### config.mk
export PLATFORM = sky130hd
export DESIGN_NAME = uart_rx_os_flat
export DESIGN_NICKNAME = d
export VERILOG_FILES = /design/src/rtl/uart_pkg.sv /design/src/rtl/uart_rx_os_if.sv /design/src/rtl/uart_os_tick.sv /design/src/rtl/uart_rx_os.sv /design/src/flat_wrapper.sv
export SDC_FILE = /design/constraint.sdc
export NUM_CORES = 1
export LEC_CHECK = 0
export BUFFER_PORTS_ARGS = -buffer_cell sky130_fd_sc_hd__buf_4
export CAP_MARGIN = 10
export CELL_PAD_IN_SITES_DETAIL_PLACEMENT = 1
export CELL_PAD_IN_SITES_GLOBAL_PLACEMENT = 1
export CORE_MARGIN = 2
export CORE_UTILIZATION = 47
export DETAILED_ROUTE_END_ITERATION = 16
export GPL_TIMING_DRIVEN = 0
export PLACE_DENSITY_LB_ADDON = 0.1
export SLEW_MARGIN = 15
export SYNTH_ARGS = -nofsm -noshare
export SYNTH_HDL_FRONTEND = slang
export SYNTH_SLANG_ARGS = --single-unit
export TNS_END_PERCENT = 20
### constraint.sdc
create_clock -name sys_clk -period 5.8 [get_ports sys_clk]
set_clock_uncertainty 0.1 [all_clocks]
set_input_delay 0 -clock sys_clk [delete_from_list [all_inputs] [get_ports sys_clk]]
set_output_delay 0 -clock sys_clk [all_outputs]
set_load 0.02 [all_outputs]
### src/rtl/uart_pkg.sv
// Shared UART receiver definitions: FSM state encoding, word-size constants
// and the small combinational helpers used by the receiver datapath.
package uart_pkg;

  localparam int unsigned MIN_WORD_BITS = 5;
  localparam int unsigned MAX_WORD_BITS = 8;

  typedef enum logic [2:0] {
    IDLE      = 3'd0,
    START     = 3'd1,
    DATA      = 3'd2,
    PARITY    = 3'd3,
    STOP      = 3'd4,
    WAIT_HIGH = 3'd5
  } rx_state_t;

  // Parity value the transmitter should have sent for the lowest nbits of data.
  function automatic logic expected_parity(input logic [MAX_WORD_BITS-1:0] data,
                                           input logic [3:0]               nbits,
                                           input logic                     sticky,
                                           input logic                     eps);
    logic x;
    x = 1'b0;
    for (int i = 0; i < int'(MAX_WORD_BITS); i++) begin
      if (i < int'(nbits)) begin
        x = x ^ data[i];
      end else begin
        x = x;
      end
    end
    if (sticky) begin
      return ~eps;
    end else if (eps) begin
      return x;
    end else begin
      return ~x;
    end
  endfunction

  // Two-out-of-three majority used for every mid-bit vote.
  function automatic logic maj3(input logic a, input logic b, input logic c);
    return (a & b) | (a & c) | (b & c);
  endfunction

endpackage

### src/rtl/uart_rx_os_if.sv
// Character delivery interface: held character, its status flags, the
// valid/ready handshake and the overrun pulse.
interface uart_rx_os_if #(
  parameter int DATA_WIDTH = 8
);
  logic [DATA_WIDTH-1:0] rx_data_o;
  logic                  rx_valid;
  logic                  rx_ready_i;
  logic                  parity_error;
  logic                  frame_error;
  logic                  break_detect;
  logic                  overrun;

  modport master (
    output rx_data_o, rx_valid, parity_error, frame_error, break_detect, overrun,
    input  rx_ready_i
  );

  modport slave (
    input  rx_data_o, rx_valid, parity_error, frame_error, break_detect, overrun,
    output rx_ready_i
  );
endinterface

### src/rtl/uart_os_tick.sv
// Oversample tick generator: one-cycle tick every max(baud_div,1) sys_clk
// cycles. A new divisor is only picked up when the counter reloads.
module uart_os_tick #(
  parameter int DIV_WIDTH = 16
) (
  input  logic                 sys_clk,
  input  logic                 reset,
  input  logic [DIV_WIDTH-1:0] baud_div,
  output logic                 tick_o
);

  logic [DIV_WIDTH-1:0] cnt_q;
  logic [DIV_WIDTH-1:0] cnt_d;
  logic [DIV_WIDTH-1:0] reload_s;
  logic                 tick_q;
  logic                 tick_d;

  // Reload value: a divisor of 0 behaves like 1 (tick every cycle).
  always_comb begin
    if (baud_div == DIV_WIDTH'(0)) begin
      reload_s = DIV_WIDTH'(0);
    end else begin
      reload_s = baud_div - DIV_WIDTH'(1);
    end
  end

  // Count down to zero, fire the tick and reload.
  always_comb begin
    cnt_d  = cnt_q;
    tick_d = 1'b0;
    if (cnt_q == DIV_WIDTH'(0)) begin
      cnt_d  = reload_s;
      tick_d = 1'b1;
    end else begin
      cnt_d  = cnt_q - DIV_WIDTH'(1);
      tick_d = 1'b0;
    end
  end

  // Counter and registered tick output.
  always_ff @(posedge sys_clk) begin
    if (reset) begin
      cnt_q  <= reload_s;
      tick_q <= 1'b0;
    end else begin
      cnt_q  <= cnt_d;
      tick_q <= tick_d;
    end
  end

  assign tick_o = tick_q;

endmodule

### src/rtl/uart_rx_os.sv
// Oversampling UART receiver: 2-flop input synchroniser, tick-driven frame
// FSM with 3-sample mid-bit voting, and a one-entry valid/ready holding
// register that reports parity/framing/break status with each character.
module uart_rx_os
  import uart_pkg::*;
#(
  parameter int OVERSAMPLE = 16,
  parameter int DIV_WIDTH  = 16,
  parameter int DATA_WIDTH = 8
) (
  input  logic                 sys_clk,
  input  logic                 reset,
  input  logic [DIV_WIDTH-1:0] baud_div,
  input  logic                 rxd_i,
  input  logic                 parity_en,
  input  logic                 sticky_parity,
  input  logic                 eps,
  input  logic [1:0]           wls,
  uart_rx_os_if.master         rx_if
);

  localparam int SC_W = $clog2(OVERSAMPLE);
  localparam logic [SC_W-1:0] SC_EARLY = SC_W'(OVERSAMPLE / 2 - 1);
  localparam logic [SC_W-1:0] SC_MID   = SC_W'(OVERSAMPLE / 2);
  localparam logic [SC_W-1:0] SC_LATE  = SC_W'(OVERSAMPLE / 2 + 1);
  localparam logic [SC_W-1:0] SC_LAST  = SC_W'(OVERSAMPLE - 1);

  logic                  sync1_q;
  logic                  sync2_q;
  logic                  rxd_s;
  logic                  tick_s;

  rx_state_t             state_q, state_d;
  logic [SC_W-1:0]       sc_q, sc_d;
  logic [2:0]            bit_q, bit_d;
  logic [7:0]            data_q, data_d;
  logic [1:0]            samp_q, samp_d;
  logic                  par_q, par_d;

  logic                  vote_s;
  logic [2:0]            last_bit_s;
  logic                  commit_s;
  logic                  new_pe_s;
  logic                  new_fe_s;
  logic                  new_brk_s;
  logic                  accept_s;

  logic [DATA_WIDTH-1:0] hold_q, hold_d;
  logic                  valid_q, valid_d;
  logic                  pe_q, pe_d;
  logic                  fe_q, fe_d;
  logic                  brk_q, brk_d;
  logic                  ovr_q, ovr_d;

  uart_os_tick #(.DIV_WIDTH(DIV_WIDTH)) u_tick (
    .sys_clk  (sys_clk),
    .reset    (reset),
    .baud_div (baud_div),
    .tick_o   (tick_s)
  );

  // Two-flop synchroniser for the asynchronous serial line (idles high).
  always_ff @(posedge sys_clk) begin
    if (reset) begin
      sync1_q <= 1'b1;
      sync2_q <= 1'b1;
    end else begin
      sync1_q <= rxd_i;
      sync2_q <= sync1_q;
    end
  end

  assign rxd_s      = sync2_q;
  assign vote_s     = maj3(samp_q[0], samp_q[1], rxd_s);
  assign last_bit_s = 3'(MIN_WORD_BITS - 1) + {1'b0, wls};

  // Frame FSM next state: samples, votes and commit strobe, all on ticks.
  always_comb begin
    state_d   = state_q;
    sc_d      = sc_q;
    bit_d     = bit_q;
    data_d    = data_q;
    samp_d    = samp_q;
    par_d     = par_q;
    commit_s  = 1'b0;
    new_pe_s  = 1'b0;
    new_fe_s  = 1'b0;
    new_brk_s = 1'b0;
    if (tick_s) begin
      // First two vote samples; the third is the live value at SC_LATE.
      if (sc_q == SC_EARLY) begin
        samp_d[0] = rxd_s;
      end else if (sc_q == SC_MID) begin
        samp_d[1] = rxd_s;
      end else begin
        samp_d = samp_q;
      end
      case (state_q)
        IDLE: begin
          if (!rxd_s) begin
            state_d = START;
            sc_d    = SC_W'(0);
            data_d  = 8'h00;
          end else begin
            state_d = IDLE;
          end
        end
        START: begin
          if ((sc_q == SC_LATE) && vote_s) begin
            state_d = IDLE;              // glitch, not a real start bit
          end else if (sc_q == SC_LAST) begin
            state_d = DATA;
            sc_d    = SC_W'(0);
            bit_d   = 3'd0;
          end else begin
            sc_d = sc_q + SC_W'(1);
          end
        end
        DATA: begin
          if (sc_q == SC_LATE) begin
            data_d[bit_q] = vote_s;
          end else begin
            data_d = data_q;
          end
          if (sc_q == SC_LAST) begin
            sc_d = SC_W'(0);
            if (bit_q == last_bit_s) begin
              state_d = parity_en ? PARITY : STOP;
            end else begin
              bit_d = bit_q + 3'd1;
            end
          end else begin
            sc_d = sc_q + SC_W'(1);
          end
        end
        PARITY: begin
          if (sc_q == SC_LATE) begin
            par_d = vote_s;
          end else begin
            par_d = par_q;
          end
          if (sc_q == SC_LAST) begin
            state_d = STOP;
            sc_d    = SC_W'(0);
          end else begin
            sc_d = sc_q + SC_W'(1);
          end
        end
        STOP: begin
          // Commit at mid-stop so back-to-back frames are never missed.
          if (sc_q == SC_LATE) begin
            commit_s  = 1'b1;
            new_pe_s  = parity_en &&
                        (par_q != expected_parity(data_q, 4'(MIN_WORD_BITS) + {2'b00, wls},
                                                  sticky_parity, eps));
            new_fe_s  = ~vote_s;
            new_brk_s = (data_q == 8'h00) && (!parity_en || !par_q) && !vote_s;
            state_d   = vote_s ? IDLE : WAIT_HIGH;
          end else begin
            sc_d = sc_q + SC_W'(1);
          end
        end
        WAIT_HIGH: begin
          if (rxd_s) begin
            state_d = IDLE;
          end else begin
            state_d = WAIT_HIGH;
          end
        end
        default: begin
          state_d = IDLE;
        end
      endcase
    end else begin
      state_d = state_q;
    end
  end

  // Frame FSM state registers.
  always_ff @(posedge sys_clk) begin
    if (reset) begin
      state_q <= IDLE;
      sc_q    <= SC_W'(0);
      bit_q   <= 3'd0;
      data_q  <= 8'h00;
      samp_q  <= 2'b11;
      par_q   <= 1'b0;
    end else begin
      state_q <= state_d;
      sc_q    <= sc_d;
      bit_q   <= bit_d;
      data_q  <= data_d;
      samp_q  <= samp_d;
      par_q   <= par_d;
    end
  end

  assign accept_s = valid_q && rx_if.rx_ready_i;

  // Holding register: load on commit if empty or being drained, else drop.
  always_comb begin
    hold_d  = hold_q;
    valid_d = valid_q;
    pe_d    = pe_q;
    fe_d    = fe_q;
    brk_d   = brk_q;
    ovr_d   = 1'b0;
    if (commit_s) begin
      if (!valid_q || accept_s) begin
        hold_d  = DATA_WIDTH'(data_q);
        valid_d = 1'b1;
        pe_d    = new_pe_s;
        fe_d    = new_fe_s;
        brk_d   = new_brk_s;
      end else begin
        ovr_d = 1'b1;
      end
    end else if (accept_s) begin
      valid_d = 1'b0;
    end else begin
      valid_d = valid_q;
    end
  end

  // Holding register and status outputs.
  always_ff @(posedge sys_clk) begin
    if (reset) begin
      hold_q  <= DATA_WIDTH'(0);
      valid_q <= 1'b0;
      pe_q    <= 1'b0;
      fe_q    <= 1'b0;
      brk_q   <= 1'b0;
      ovr_q   <= 1'b0;
    end else begin
      hold_q  <= hold_d;
      valid_q <= valid_d;
      pe_q    <= pe_d;
      fe_q    <= fe_d;
      brk_q   <= brk_d;
      ovr_q   <= ovr_d;
    end
  end

  assign rx_if.rx_data_o    = hold_q;
  assign rx_if.rx_valid     = valid_q;
  assign rx_if.parity_error = pe_q;
  assign rx_if.frame_error  = fe_q;
  assign rx_if.break_detect = brk_q;
  assign rx_if.overrun      = ovr_q;

endmodule

### src/flat_wrapper.sv
// flat-port wrapper written by rule: the top's interface ports become plain ports
module uart_rx_os_flat import uart_pkg::*;
#(
  parameter int OVERSAMPLE = 16,
  parameter int DIV_WIDTH  = 16,
  parameter int DATA_WIDTH = 8
)
  (sys_clk, reset, baud_div, rxd_i, parity_en, sticky_parity, eps, wls, rx_if_rx_data_o, rx_if_rx_valid, rx_if_parity_error, rx_if_frame_error, rx_if_break_detect, rx_if_overrun, rx_if_rx_ready_i);
  uart_rx_os_if #(.DATA_WIDTH(DATA_WIDTH)) rx_if_i ();
  input  logic sys_clk;
  input  logic reset;
  input  logic [DIV_WIDTH-1:0] baud_div;
  input  logic rxd_i;
  input  logic parity_en;
  input  logic sticky_parity;
  input  logic eps;
  input  logic [1:0] wls;
  output wire logic [$bits(rx_if_i.rx_data_o)-1:0] rx_if_rx_data_o;
  output wire logic [$bits(rx_if_i.rx_valid)-1:0] rx_if_rx_valid;
  output wire logic [$bits(rx_if_i.parity_error)-1:0] rx_if_parity_error;
  output wire logic [$bits(rx_if_i.frame_error)-1:0] rx_if_frame_error;
  output wire logic [$bits(rx_if_i.break_detect)-1:0] rx_if_break_detect;
  output wire logic [$bits(rx_if_i.overrun)-1:0] rx_if_overrun;
  input wire logic [$bits(rx_if_i.rx_ready_i)-1:0] rx_if_rx_ready_i;
  assign rx_if_rx_data_o = rx_if_i.rx_data_o;
  assign rx_if_rx_valid = rx_if_i.rx_valid;
  assign rx_if_parity_error = rx_if_i.parity_error;
  assign rx_if_frame_error = rx_if_i.frame_error;
  assign rx_if_break_detect = rx_if_i.break_detect;
  assign rx_if_overrun = rx_if_i.overrun;
  assign rx_if_i.rx_ready_i = rx_if_rx_ready_i;
  uart_rx_os #(.OVERSAMPLE(OVERSAMPLE), .DIV_WIDTH(DIV_WIDTH), .DATA_WIDTH(DATA_WIDTH)) u_core (.sys_clk(sys_clk), .reset(reset), .baud_div(baud_div), .rxd_i(rxd_i), .parity_en(parity_en), .sticky_parity(sticky_parity), .eps(eps), .wls(wls), .rx_if(rx_if_i));
endmodule
-- After elaboration in Yosys (flattened, before gate mapping)
Index checks and enable logic that the tools add are counted.
Widths: inputs -> output; s select.
- register bits after elaboration: 53
- output and inout bits: 13
- word-level logic and storage cells: 188
- bits of input ports: 25
- order comparisons: 10
- multiplexer cells: 84
- bitwise logic cells: 17
- eq/ne operators: 23
- reductions and logical operators: 31
- add/sub/neg operators: 6
- operators with widths (cell ; number):
    $mux 1 ; 56
    $mux 16 ; 3
    $mux 3 ; 13
    $logic_not 16->1 ; 2
    $sub 16x1->16 const B ; 2
    $pmux 3 s6 ; 1
    $lt 3x4->1 const A ; 4
    $mux 4 ; 4
    $mux 8 ; 2
    $pmux 4 s4 ; 1
    $pmux 8 s2 ; 1
    $eq 4x4->1 const B ; 3
    $ne 2x1->1 const B ; 6
    $reduce_and 6->1 ; 2
    $ne 2x2->1 const B ; 5
    $bwmux 8 ; 1
    $logic_not 8->1 ; 1
    $lt 1x4->1 const A ; 2
    $lt 2x4->1 const A ; 2
    $xor 1x1->1 ; 7
    $eq 3x2->1 const B ; 2
    $eq 3x3->1 const B ; 2
    $logic_and 1x1->1 ; 6
    $pmux 3 s2 ; 1
    25 further kinds ; 42

-- Logic depth before layout (Yosys ltp)
Gate-level depths: netlist of run 1.
- word-level depth: 52
- mapped depth: 8
- gate-level depth less buffers: 7

-- By module
Synthesis of run 1 repeated with hierarchy kept, for this count alone.
- cells, all modules: 372
- area, all modules: 3163.0 um^2
- by module, submodules not included (module ; area an instance (um^2) ; sequential area each (um^2) ; cells an instance ; instances):
    uart_rx_os ; 2016.9 ; 720.7 ; 242 ; 1
    uart_os_tick ; 1146.1 ; 340.3 ; 130 ; 1

-- Least setup slack after synthesis of run 1
No wires, ideal clock.
- path kind: flip-flop to flip-flop
- start point: reg u_core.sc_q[1]
- end point: reg u_core.sc_q[3]
- path slack: 3.806 ns
- setup time: 0.070 ns
- period minus slack after synthesis: 1.994 ns
- required time: 5.630 ns
- arrival time: 1.824 ns
- cell stages (with the launch flop): 8
- cell sequence: dfxtp_1 > inv_1 > ha_1 > and3b_1 > o21ai_0 > o2111ai_2 > or4_1 > a21oi_1
- longest elaborated chain between the ends: 4
- elaborated cells between the ends (all ways): 11
- classes of those cells: 1 x add/sub; 4 x eq/ne; 4 x mux; 2 x reduce/logical
- RTL lines (item ; line ; text):
    start, declared ; uart_rx_os.sv:34 ; logic [SC_W-1:0] sc_q, sc_d;
    start signal, assigned ; uart_rx_os.sv:183 ; sc_q <= SC_W'(0);
    start signal, assigned ; uart_rx_os.sv:190 ; sc_q <= sc_d;
    $add 4x1->4, or another cell as far along ; n/a ;
    $mux 4 or $logic_and 1x1->1 (tied branches) ; n/a ;
    $mux 4 or $ne 2x2->1 (tied branches) ; n/a ;
    $pmux 4 s4 or $reduce_and 5->1 (tied branches) ; n/a ;
Several ways; a longest one is shown, not always the timed one. The select of a mux whose other input is x is not followed.
A chain may end at the register's enable or synchronous reset.

-- Final worst setup path of run 1
- start point: in baud_div[4]
- end point: reg u_core.u_tick.cnt_q[15]
- longest elaborated chain between the ends: 4
- elaborated cells between the ends (all ways): 5
- classes of those cells: 1 x add/sub; 3 x mux; 1 x reduce/logical
- RTL lines (item ; line ; text):
    start, declared ; flat_wrapper.sv:12 ; input logic [DIV_WIDTH-1:0] baud_div;
    $sub 16x1->16 or $logic_not 16->1 (tied branches) ; uart_os_tick.sv:23, uart_os_tick.sv:20 ;
    $mux 16 (*) ; uart_os_tick.sv:20 ; if (baud_div == DIV_WIDTH'(0)) begin
    $mux 16 ; uart_os_tick.sv:31 ; if (cnt_q == DIV_WIDTH'(0)) begin
    $mux 16 (*) ; uart_os_tick.sv:42 ; if (reset) begin
    end signal, assigned ; uart_os_tick.sv:43 ; cnt_q <= reload_s;
    end signal, assigned ; uart_os_tick.sv:46 ; cnt_q <= cnt_d;
    end, declared ; uart_os_tick.sv:12 ; logic [DIV_WIDTH-1:0] cnt_q;
Mark *: on every way between the ends. The rest lies on a longest branch, timed or not.

==> flow_summary.ini, run 1 <==
[timing]
fin_tns_setup_ps = 0
fin_crit_ps = 2502
fmax_mhz = 399.7
drv_slew = 0
finalCritPeriodShare_pct = 43.14
worst_pin_slew_ps = 704.5
rsz0062_at_grt = false
hold_viol_final = 0
finalSetupViolCount = 0
fin_hold_ws_ps = 162.9
slew_headroom_pct = 52.98

[worst_setup_path]
reg2reg_slack_ps = 3500
rr_startpoint = u_core.u_tick.cnt_q[0]
cp_common_cell = dlygate4sd3_1
crit_required_ps = 5890
cp-endpoint = u_core.u_tick.cnt_q[15]
cpPeakStageDelay_ps = 610
cp.arrival_ps = 2590
r2r-end = u_core.u_tick.cnt_q[10]
cp.depth = 8
cp_num_buf_inv = 3
path_class = primary input to flip-flop
cp_top_family = buffers and inverters
slowest_stage = nor4_2
reg2reg_depth = 8
crit_start = baud_div[4]
path_cells = dlygate4sd3_1, buf_4, nor4_2, nand2_1, nor3_1, xnor2_1, dlygate4sd3_1, o22ai_1
worstSetupEndpointType = flip-flop
worstSetupStartpointType = primary input
crit_fanout = 6

[outcome]
status = finished clean

[clock_tree]
ctsResizeCount = 0
cts-root-buf = clkbuf_8
clock_latency_ps = 310
postCtsSetupBuffers = 0
clk_pin_slew_ps = 110
cts-hold-fix-buffers = 24
cts_buffers = 5
cts_tree = built
clock_path_buffers = 2
cts.sinks = 53
cts_max_level = 2

[pwr]
p_switching_mw = 0.1988
internal-power_mw = 0.5186
p_per_area_mw_per_mm2 = 189.5
ir_worst_vdd_v = 0.0001309
pwr-share-comb_pct = 14.4
power.leakage_nw = 1.375
p_sw_share_pct = 27.71
p_seq_share_pct = 55.3
p_clk_share_pct = 30.3

[yosys]
synth_warnings = 0
ys_types = 65
postSynth.asyncResetShare_pct = 0
synth_edf_count = 0
synth_seq_area_share_pct = 34.37
syn_area_sq_mm = 0.003087
yosys_register_bits = 53
synth_flop_cell = dfxtp_1
avgSynthCellArea_sq_um = 8.550
synthCells = 361
syn_nets = 394

[routing]
drtIter0Drc = 112
avgViaCountPerCell = 5.874
totalWireLength_microns = 9365
wl_per_cell_microns = 18.51
drc = 0
drt_first_pass_iters = 4
vias = 2972
antenna_left = 0

[placed_design]
io_buffers = 36
placed_area_sq_mm = 0.003453
place_inst = 474
place.gp.congestion = 0.8894
dpl.hpwl_microns = 6536

[layout]
fin_nets = 461
fin_cells = 506
area_delta_synth_final_pct = 22.62
antenna_cells = 0
fin_area_sq_mm = 0.003785
layout-drive-gt1-share_pct = 16.78

[floorplan]
core_area_sq_mm = 0.006350
start_util_pct = 48.61
fp.dieArea_sq_mm = 0.007232
ios = 38
die_height_microns = 85.04
die_w_microns = 85.04
row_count = 29

[hold_path]
worstHoldStart = eps
hold_class = primary input to flip-flop

[global_routing]
globalRouteTotalUtil_pct = 26.50
antenna_found_initial = 0
grt_start_max_net_pins = 18
overflow = 0
grt_pass1_vias = 3113
grt_pass1_wl_microns = 15390

[flow_run]
cap_violations = 0
[worst reg2reg max path, stage by stage (launching register included)]
cell,delay [ps]
dfxtp_1,360
inv_1,90
ha_1,150
nor4b_1,530
a31o_2,260
buf_4,190
o21ai_2,130
buf_2,220
o22ai_1,190
[area by class of cell]
class                      count  area [sq um]
fill                         770          2565
multi-input combinational    277          1854
sequential                    53          1061
timing repair buffer          60         510.5
buffer                        16         115.1
tap                           77         96.34
clock buffer                   5         68.82
inverter                      15         56.30
clock inverter                 3         22.52
[cell families (layout without fill, tap and decap cells)]
group,count (synthesis),in the layout,share of synthesized area [%]
AOI/OAI and AO/OA,86,86,17.59
buffers and inverters,31,99,5.553
DFF,53,53,34.37
xor gates and xnor gates,31,31,8.796
adders and majority gates,9,9,3.608
and+or+nand+nor,138,138,25.86
muxes,13,13,4.215
[through the flow]
step / util, % / total power [mW] / setup slack [ps]
floorplan: - / 0.4536 / 3806
global placement: 54.38 / 0.4847 / 3635
detailed placement: 54.38 / 0.4895 / 3535
CTS: 59.61 / 0.7163 / 3381
global route: 59.61 / 0.7437 / 3167
finish: 59.61 / 0.7174 / 3298
[cell usage after synthesis, types with 4 or more instances]
master,instances,area (sq um)
dfxtp_1,53,1061
nor2_1,33,123.9
a21oi_1,23,115.1
nand2_1,22,82.58
o21ai_0,19,95.09
xnor2_1,19,166.4
inv_1,15,56.30
mux2i_1,13,130.1
nand3_1,13,65.06
o22ai_1,13,81.33
xor2_1,12,105.1
nor3_1,9,45.04
ha_1,8,100.1
nor2b_1,7,43.79
a31oi_1,6,37.54
clkbuf_1,6,22.52
nand4b_1,5,43.79
nand2b_1,4,25.02
nand4_1,4,25.02
nor3b_1,4,30.03
or4_1,4,30.03
[sequential cells by signal, summed over array words and instances (netlist names), 2 cells and up]
name                    count
u_core.u_tick.cnt_q        16
u_core.samp_q               2
u_core.rx_if.rx_data_o      8
u_core.sc_q                 4
u_core.bit_q                3
u_core.state_q              3
u_core.data_q               8
[metal layers]
metal  wire (microns)  track usage [%]  vias to the layer above
met5                0                0                        -
met4              136            8.081                        0
met3              258            2.724                       11
met2             4732            47.73                       50
met1             4238            33.19                     1461
li1                 -                -                     1450
[power groups by stage]
stage / sequential, mW / combinational [mW] / clock (mW)
2_1_floorplan: 0.400 / 0.0540 / 0
3_5_place_dp: 0.404 / 0.0854 / 0
3_3_place_gp: 0.402 / 0.0823 / 0
6_report: 0.397 / 0.103 / 0.217
5_1_grt: 0.399 / 0.112 / 0.233
4_1_cts: 0.396 / 0.0997 / 0.221
[placed cells by master (no fill, tap or decap), types with 4 or more instances in the layout]
cell type,synthesis,layout
dfxtp_1,53,53
clkbuf_8,3,8
a21oi_1,23,23
or4_1,4,4
nand4_1,4,4
mux2i_1,13,13
o21ai_0,19,19
ha_1,8,8
nand4b_1,5,5
clkbuf_1,6,6
dlygate4sd3_1,0,24
nor2b_1,7,7
nor3b_1,4,4
nand2_1,22,22
a31oi_1,6,6
xnor2_1,19,19
nor2_1,33,33
buf_4,1,37
nor3_1,9,9
nand2b_1,4,4
inv_1,15,15
o22ai_1,13,13
xor2_1,12,12
nand3_1,13,13
[how the worst min path moves through the flow]
stage / endpoint / slack (ps) / depth (start not counted)
after global placement: u_core.sync1_q / 80 / 2
final: u_core.rx_if.parity_error / 160 / 4
after global routing: u_core.rx_if.parity_error / 170 / 4
after detailed placement: u_core.sync1_q / 90 / 2
after floorplan: u_core.u_tick.cnt_q[0] / -6 / 1
after CTS: u_core.rx_if.parity_error / 150 / 4
No activity file was read; power rests on OpenSTA's default activity.
==> run 2: changes to the inputs <==
--- a/config.mk
+++ b/config.mk
@@ -5,12 +5,13 @@
 export SDC_FILE = /design/constraint.sdc
 export NUM_CORES = 1
 export LEC_CHECK = 0
+export ABC_AREA = 1
 export BUFFER_PORTS_ARGS = -buffer_cell sky130_fd_sc_hd__buf_4
 export CAP_MARGIN = 10
 export CELL_PAD_IN_SITES_DETAIL_PLACEMENT = 1
 export CELL_PAD_IN_SITES_GLOBAL_PLACEMENT = 1
 export CORE_MARGIN = 2
-export CORE_UTILIZATION = 47
+export CORE_UTILIZATION = 37
 export DETAILED_ROUTE_END_ITERATION = 16
 export GPL_TIMING_DRIVEN = 0
 export PLACE_DENSITY_LB_ADDON = 0.1
==> constraint.sdc (replaced) <==
create_clock -name sys_clk -period 2.1 [get_ports sys_clk]
set_clock_uncertainty 0.1 [all_clocks]
set_input_delay 0 -clock sys_clk [delete_from_list [all_inputs] [get_ports sys_clk]]
set_output_delay 0 -clock sys_clk [all_outputs]
set_load 0.02 [all_outputs]
==> flow_summary.ini, run 2 <==
[outcome]
status = finished clean

[pwr]
p_clk_share_pct = 29.7
internal-power_mw = 1.427
p_per_area_mw_per_mm2 = 521.7
pwr-share-comb_pct = 15.1
p_total_mw = 1.956
power.leakage_nw = 1.600
p_switching_mw = 0.5293
p_sw_share_pct = 27.05
p_seq_share_pct = 55.2
ir_worst_vdd_v = 0.0002839

[worst_setup_path]
cpPeakStageDelay_ps = 540
cp.arrival_ps = 2000
r2r-end = u_core.rx_if.break_detect
slowest_stage = dlygate4sd3_1
cp.depth = 10
cp-endpoint = u_core.u_tick.cnt_q[7]
crit_start = baud_div[0]
reg2reg_slack_ps = 210
crit_fanout = 10
cp_num_buf_inv = 4
reg2reg_depth = 11
cp_common_cell = buf_4
crit_required_ps = 2190
worstSetupEndpointType = flip-flop
path_class = primary input to flip-flop
rr_startpoint = u_core.sc_q[1]
worstSetupStartpointType = primary input
path_cells = dlygate4sd3_1, buf_4, inv_1, ha_1, nand4_1, nor2_2, nand3_1, nand2_1, buf_4, o22ai_1
cp_top_family = buffers and inverters

[yosys]
synth.most_common_cell = nand2_1
syn_nets = 472
synth_flop_cell = dfxtp_1
synth_area_leaders = dfxtp_1 (35%), nand2_1 (10%), nor2_1 (6.8%)
postSynth.asyncResetShare_pct = 0
avgSynthCellArea_sq_um = 6.894
synth_top_area_share_pct = 35.06
synth_common_cells = nand2_1 (81), nor2_1 (55), dfxtp_1 (53)
synth_top_area_cell = dfxtp_1
yosys_register_bits = 53
ys_types = 36
synth_warnings = 0
synthCells = 439
synth_seq_area_share_pct = 35.06
syn_area_sq_mm = 0.003027
synth_edf_count = 0

[floorplan]
row_count = 32
die_height_microns = 94.45
fp.dieArea_sq_mm = 0.008920
die_w_microns = 94.45
core_area_sq_mm = 0.007807
start_util_pct = 38.77
ios = 38

[timing]
fin_crit_ps = 1906
finalSetupViolCount = 0
drv_slew = 0
hold_viol_final = 0
rsz0062_at_grt = false
slew_headroom_pct = 57.27
fmax_mhz = 524.5
worst_pin_slew_ps = 640.9
finalCritPeriodShare_pct = 90.78
fin_tns_setup_ps = 0

[routing]
totalWireLength_microns = 8144
antenna_left = 0
vias = 3003
drtIter0Drc = 69
drc = 0
wl_per_cell_microns = 13.37
drt_first_pass_iters = 4
avgViaCountPerCell = 4.931

[global_routing]
antenna_found_initial = 0
overflow = 0
grt_start_max_net_pins = 16
grt_pass1_wl_microns = 13880
grt_pass1_vias = 3082
globalRouteTotalUtil_pct = 19.48

[clock_tree]
clock_latency_ps = 300
clock_path_buffers = 2
cts_tree = built
cts_max_level = 2
cts_buffers = 5
cts-root-buf = clkbuf_8
clk_pin_slew_ps = 90
cts.sinks = 53

[flow_run]
cap_violations = 0

[placed_design]
place.gp.congestion = 0.7843
placed_area_sq_mm = 0.003432
dpl.hpwl_microns = 6123
io_buffers = 37

[layout]
fin_area_sq_mm = 0.003750
final_common_cell = nand2_1
antenna_cells = 0
area_delta_synth_final_pct = 23.89
largest_register = u_core.u_tick.cnt_q
layout-drive-gt1-share_pct = 14.40
fin_util_pct = 48.03
final_cell_mix = nand2_1 (81), nor2_1 (53), dfxtp_1 (53)
fin_nets = 539
largest_reg_flops = 16
n_fill_cell = 1025

[hold_path]
hold_class = primary input to flip-flop
holdPathStages = 4
==> run 2: how the worst min path moves through the flow <==
stage / slack (ps) / end / startpoint
after floorplan: 4 / u_core.sync1_q / rxd_i
after global placement: 80 / u_core.sync1_q / rxd_i
after detailed placement: 90 / u_core.sync1_q / rxd_i
after CTS: 7 / u_core.u_tick.cnt_q[1] / baud_div[1]
after global routing: 40 / u_core.u_tick.cnt_q[1] / baud_div[1]
final: 20 / u_core.u_tick.cnt_q[1] / baud_div[1]
==> run 2: cell families (layout without fill, tap and decap cells) <==
kind of cell,Yosys count,count (layout),synth area share [%]
adders and majority gates,8,8,3.307
DFF,53,53,35.06
and+or+nand+nor,200,200,29.60
AOI/OAI and AO/OA,85,85,15.54
buffers and inverters,65,133,8.391
xor gates and xnor gates,28,28,8.103
==> run 2: cell type report <==
type / count / area [sq um] / area share (%)
Tap cell: 102 / 127.6 / 3.403
Timing Repair Buffer: 60 / 503.0 / 13.41
Buffer: 8 / 43.79 / 1.168
Clock inverter: 1 / 7.507 / 0.2002
Multi-Input combinational cell: 321 / 1717 / 45.78
Clock buffer: 7 / 76.32 / 2.035
Inverter: 57 / 214.0 / 5.706
Sequential cell: 53 / 1061 / 28.29
==> run 2: layer usage <==
metal,share of wire [%],GRT usage [%],vias to the layer above
li1,-,-,1571
met4,1.1,4.106,0
met5,0,0,-
met3,2.3,2.793,6
met1,46,22.39,1386
met2,51,37.92,40
==> run 2: power groups by stage <==
stage,sequential [mW],clock (mW),combinational [mW]
floorplan,1.10,0,0.170
global placement,1.10,0,0.257
detailed placement,1.10,0,0.263
CTS,1.08,0.608,0.296
global route,1.09,0.645,0.332
finish,1.08,0.581,0.295
==> run 2: metrics by stage <==
stage	hold slack [ps]	cells	setup WS (ps)
2_1_floorplan	3.811	439	526.0
6_report	15.22	609	193.5
3_5_place_dp	88.17	578	156.3
5_1_grt	37.74	609	7.952
3_3_place_gp	83.82	578	173.6
4_1_cts	7.011	607	114.3
==> run 2: worst register-to-register path, delay by kind of cell, from the launching register on <==
kind | cells | cell delay, ps
adder cells (fa/ha/maj) | 1 | 180
AND/OR/NAND/NOR | 5 | 580
buffers and inverters | 4 | 500
AO/OA/AOI/OAI | 1 | 130
flip-flops | 1 | 340
==> run 2: timing repair <==
| item | in CTS | in global routing |
|---|---|---|
| gates resized for setup | 0 | 3 |
| setup endpoints to repair | 0 | 18 |
| buffers inserted | 0 | 2 |
| hold buffers | 21 | 0 |
| endpoints found under the hold margin | 19 | 0 |
==> run 3: changes to the inputs <==
--- a/config.mk
+++ b/config.mk
@@ -15,6 +15,7 @@
 export DETAILED_ROUTE_END_ITERATION = 16
 export GPL_TIMING_DRIVEN = 0
 export PLACE_DENSITY_LB_ADDON = 0.1
+export REMOVE_ABC_BUFFERS = 1
 export SLEW_MARGIN = 15
 export SYNTH_ARGS = -nofsm -noshare
 export SYNTH_HDL_FRONTEND = slang
==> flow_summary.ini, run 3 (synthesis gave the netlist of run 2 again) <==
[outcome]
status = finished clean

[timing]
slew_headroom_pct = 45.50
drv_slew = 0
hold_viol_final = 0
worst_pin_slew_ps = 814.8
finalSetupViolCount = 0
rsz0062_at_grt = true
fin_crit_ps = 2059
finalCritPeriodShare_pct = 98.06
fmax_mhz = 485.6
fin_hold_ws_ps = 32.71

[pwr]
power.leakage_nw = 1.616
p_seq_share_pct = 49.2
internal-power_mw = 1.663
ir_worst_vdd_v = 0.0002506
p_sw_share_pct = 24.31
p_per_area_mw_per_mm2 = 581.3
pwr-share-comb_pct = 13.3
p_clk_share_pct = 37.5
p_switching_mw = 0.5341

[layout]
layout-drive-gt1-share_pct = 14.00
fin_nets = 532
largest_register = u_core.u_tick.cnt_q
final_common_cell = nand2_1
largest_reg_flops = 16
final_cell_mix = nand2_1 (79), nor2_1 (54), dfxtp_1 (53)
antenna_cells = 0
area_delta_synth_final_pct = 24.89
fin_area_sq_mm = 0.003780

[clock_tree]
cts_tree = built
cts.sinks = 53
clk_pin_slew_ps = 100
clock_latency_ps = 310
clock_path_buffers = 2
cts_max_level = 2
cts_buffers = 5
cts-root-buf = clkbuf_8
postCtsSetupBuffers = 0

[placed_design]
placed_area_sq_mm = 0.003392
place.gp.congestion = 0.8001
dpl.hpwl_microns = 5811
io_buffers = 37

[routing]
antenna_left = 0
wl_per_cell_microns = 13.45
drtIter0Drc = 111
totalWireLength_microns = 8096
drt_first_pass_iters = 4
avgViaCountPerCell = 4.983
vias = 3000
drc = 0

[floorplan]
die_w_microns = 94.45
die_height_microns = 94.45
row_count = 32
core_area_sq_mm = 0.007807
fp.dieArea_sq_mm = 0.008920
ios = 38
start_util_pct = 38.77

[worst_setup_path]
worstSetupEndpointType = flip-flop
crit_fanout = 3
worstSetupStartpointType = primary input
crit_required_ps = 2250
path_class = primary input to flip-flop
cp.arrival_ps = 2210

[global_routing]
grt_pass1_wl_microns = 14010
grt_pass1_vias = 3117
antenna_found_initial = 0
overflow = 0
grt_start_max_net_pins = 19
globalRouteTotalUtil_pct = 19.60

[hold_path]
hold_class = primary input to flip-flop

[flow_run]
cap_violations = 0
## run 3: critical path, cell delays in order
cell,delay (ps)
dlygate4sd3_1,550
buf_4,150
inv_1,60
nand3_1,150
nor3_4,200
nand4_1,180
inv_1,140
a21oi_1,70
dlygate4sd3_1,560
o21ai_0,140
## run 3: routing by layer
metal / vias up / routed length (microns) / GRT usage, %
li1: 1559 / - / -
met1: 1387 / 3726 / 22.99
met2: 44 / 4055 / 36.96
met3: 10 / 190 / 2.474
met4: 0 / 123 / 5.918
met5: - / 0 / 0
## run 3: area by class of cell
cell class              count  area (sq um)
clock buffers               5         68.82
clock inverters             3         65.06
fillers                  1003          4028
inverters                  57         214.0
multi-input cells         321          1725
flip-flops and latches     53          1061
well taps                 102         127.6
repair buffers             61         518.0
## run 3: final timing paths
kind | slack [ps] | depth (start not counted) | startpoint | endpoint
worst max-delay path | 40 | 10 | baud_div[0] | u_core.u_tick.cnt_q[15]
worst min-delay path | 30 | 4 | baud_div[1] | u_core.u_tick.cnt_q[1]
worst max register to register | 120 | 9 | u_core.sc_q[1] | u_core.rx_if.overrun
worst min register to register | 320 | 1 | u_core.sync1_q | u_core.rxd_s
## run 3: timing repair
item / 4_1_cts / 5_1_grt
gates resized for setup: 1 / 3
setup endpoints to repair: 11 / 24
endpoints found under the hold margin: 35 / 0
hold buffers: 24 / 0
## run 3: per-stage QoR
step	cells	power, mW	setup WS [ps]	setup TNS [ps]	utilization, %
2_1_floorplan	431	1.259	412.5	0	-
3_3_place_gp	570	1.354	15.00	0	43.45
3_5_place_dp	570	1.359	-26.38	-29.58	43.45
4_1_cts	602	2.230	44.58	0	48.27
5_1_grt	602	2.309	-176.0	-177.2	48.41
6_report	602	2.197	40.64	0	48.41
## run 3: power groups by stage
stage | sequential (mW) | combinational, mW | clock, mW
3_5_place_dp | 1.10 | 0.255 | 0
5_1_grt | 1.09 | 0.333 | 0.886
6_report | 1.08 | 0.293 | 0.823
4_1_cts | 1.08 | 0.293 | 0.857
3_3_place_gp | 1.10 | 0.250 | 0
2_1_floorplan | 1.10 | 0.162 | 0
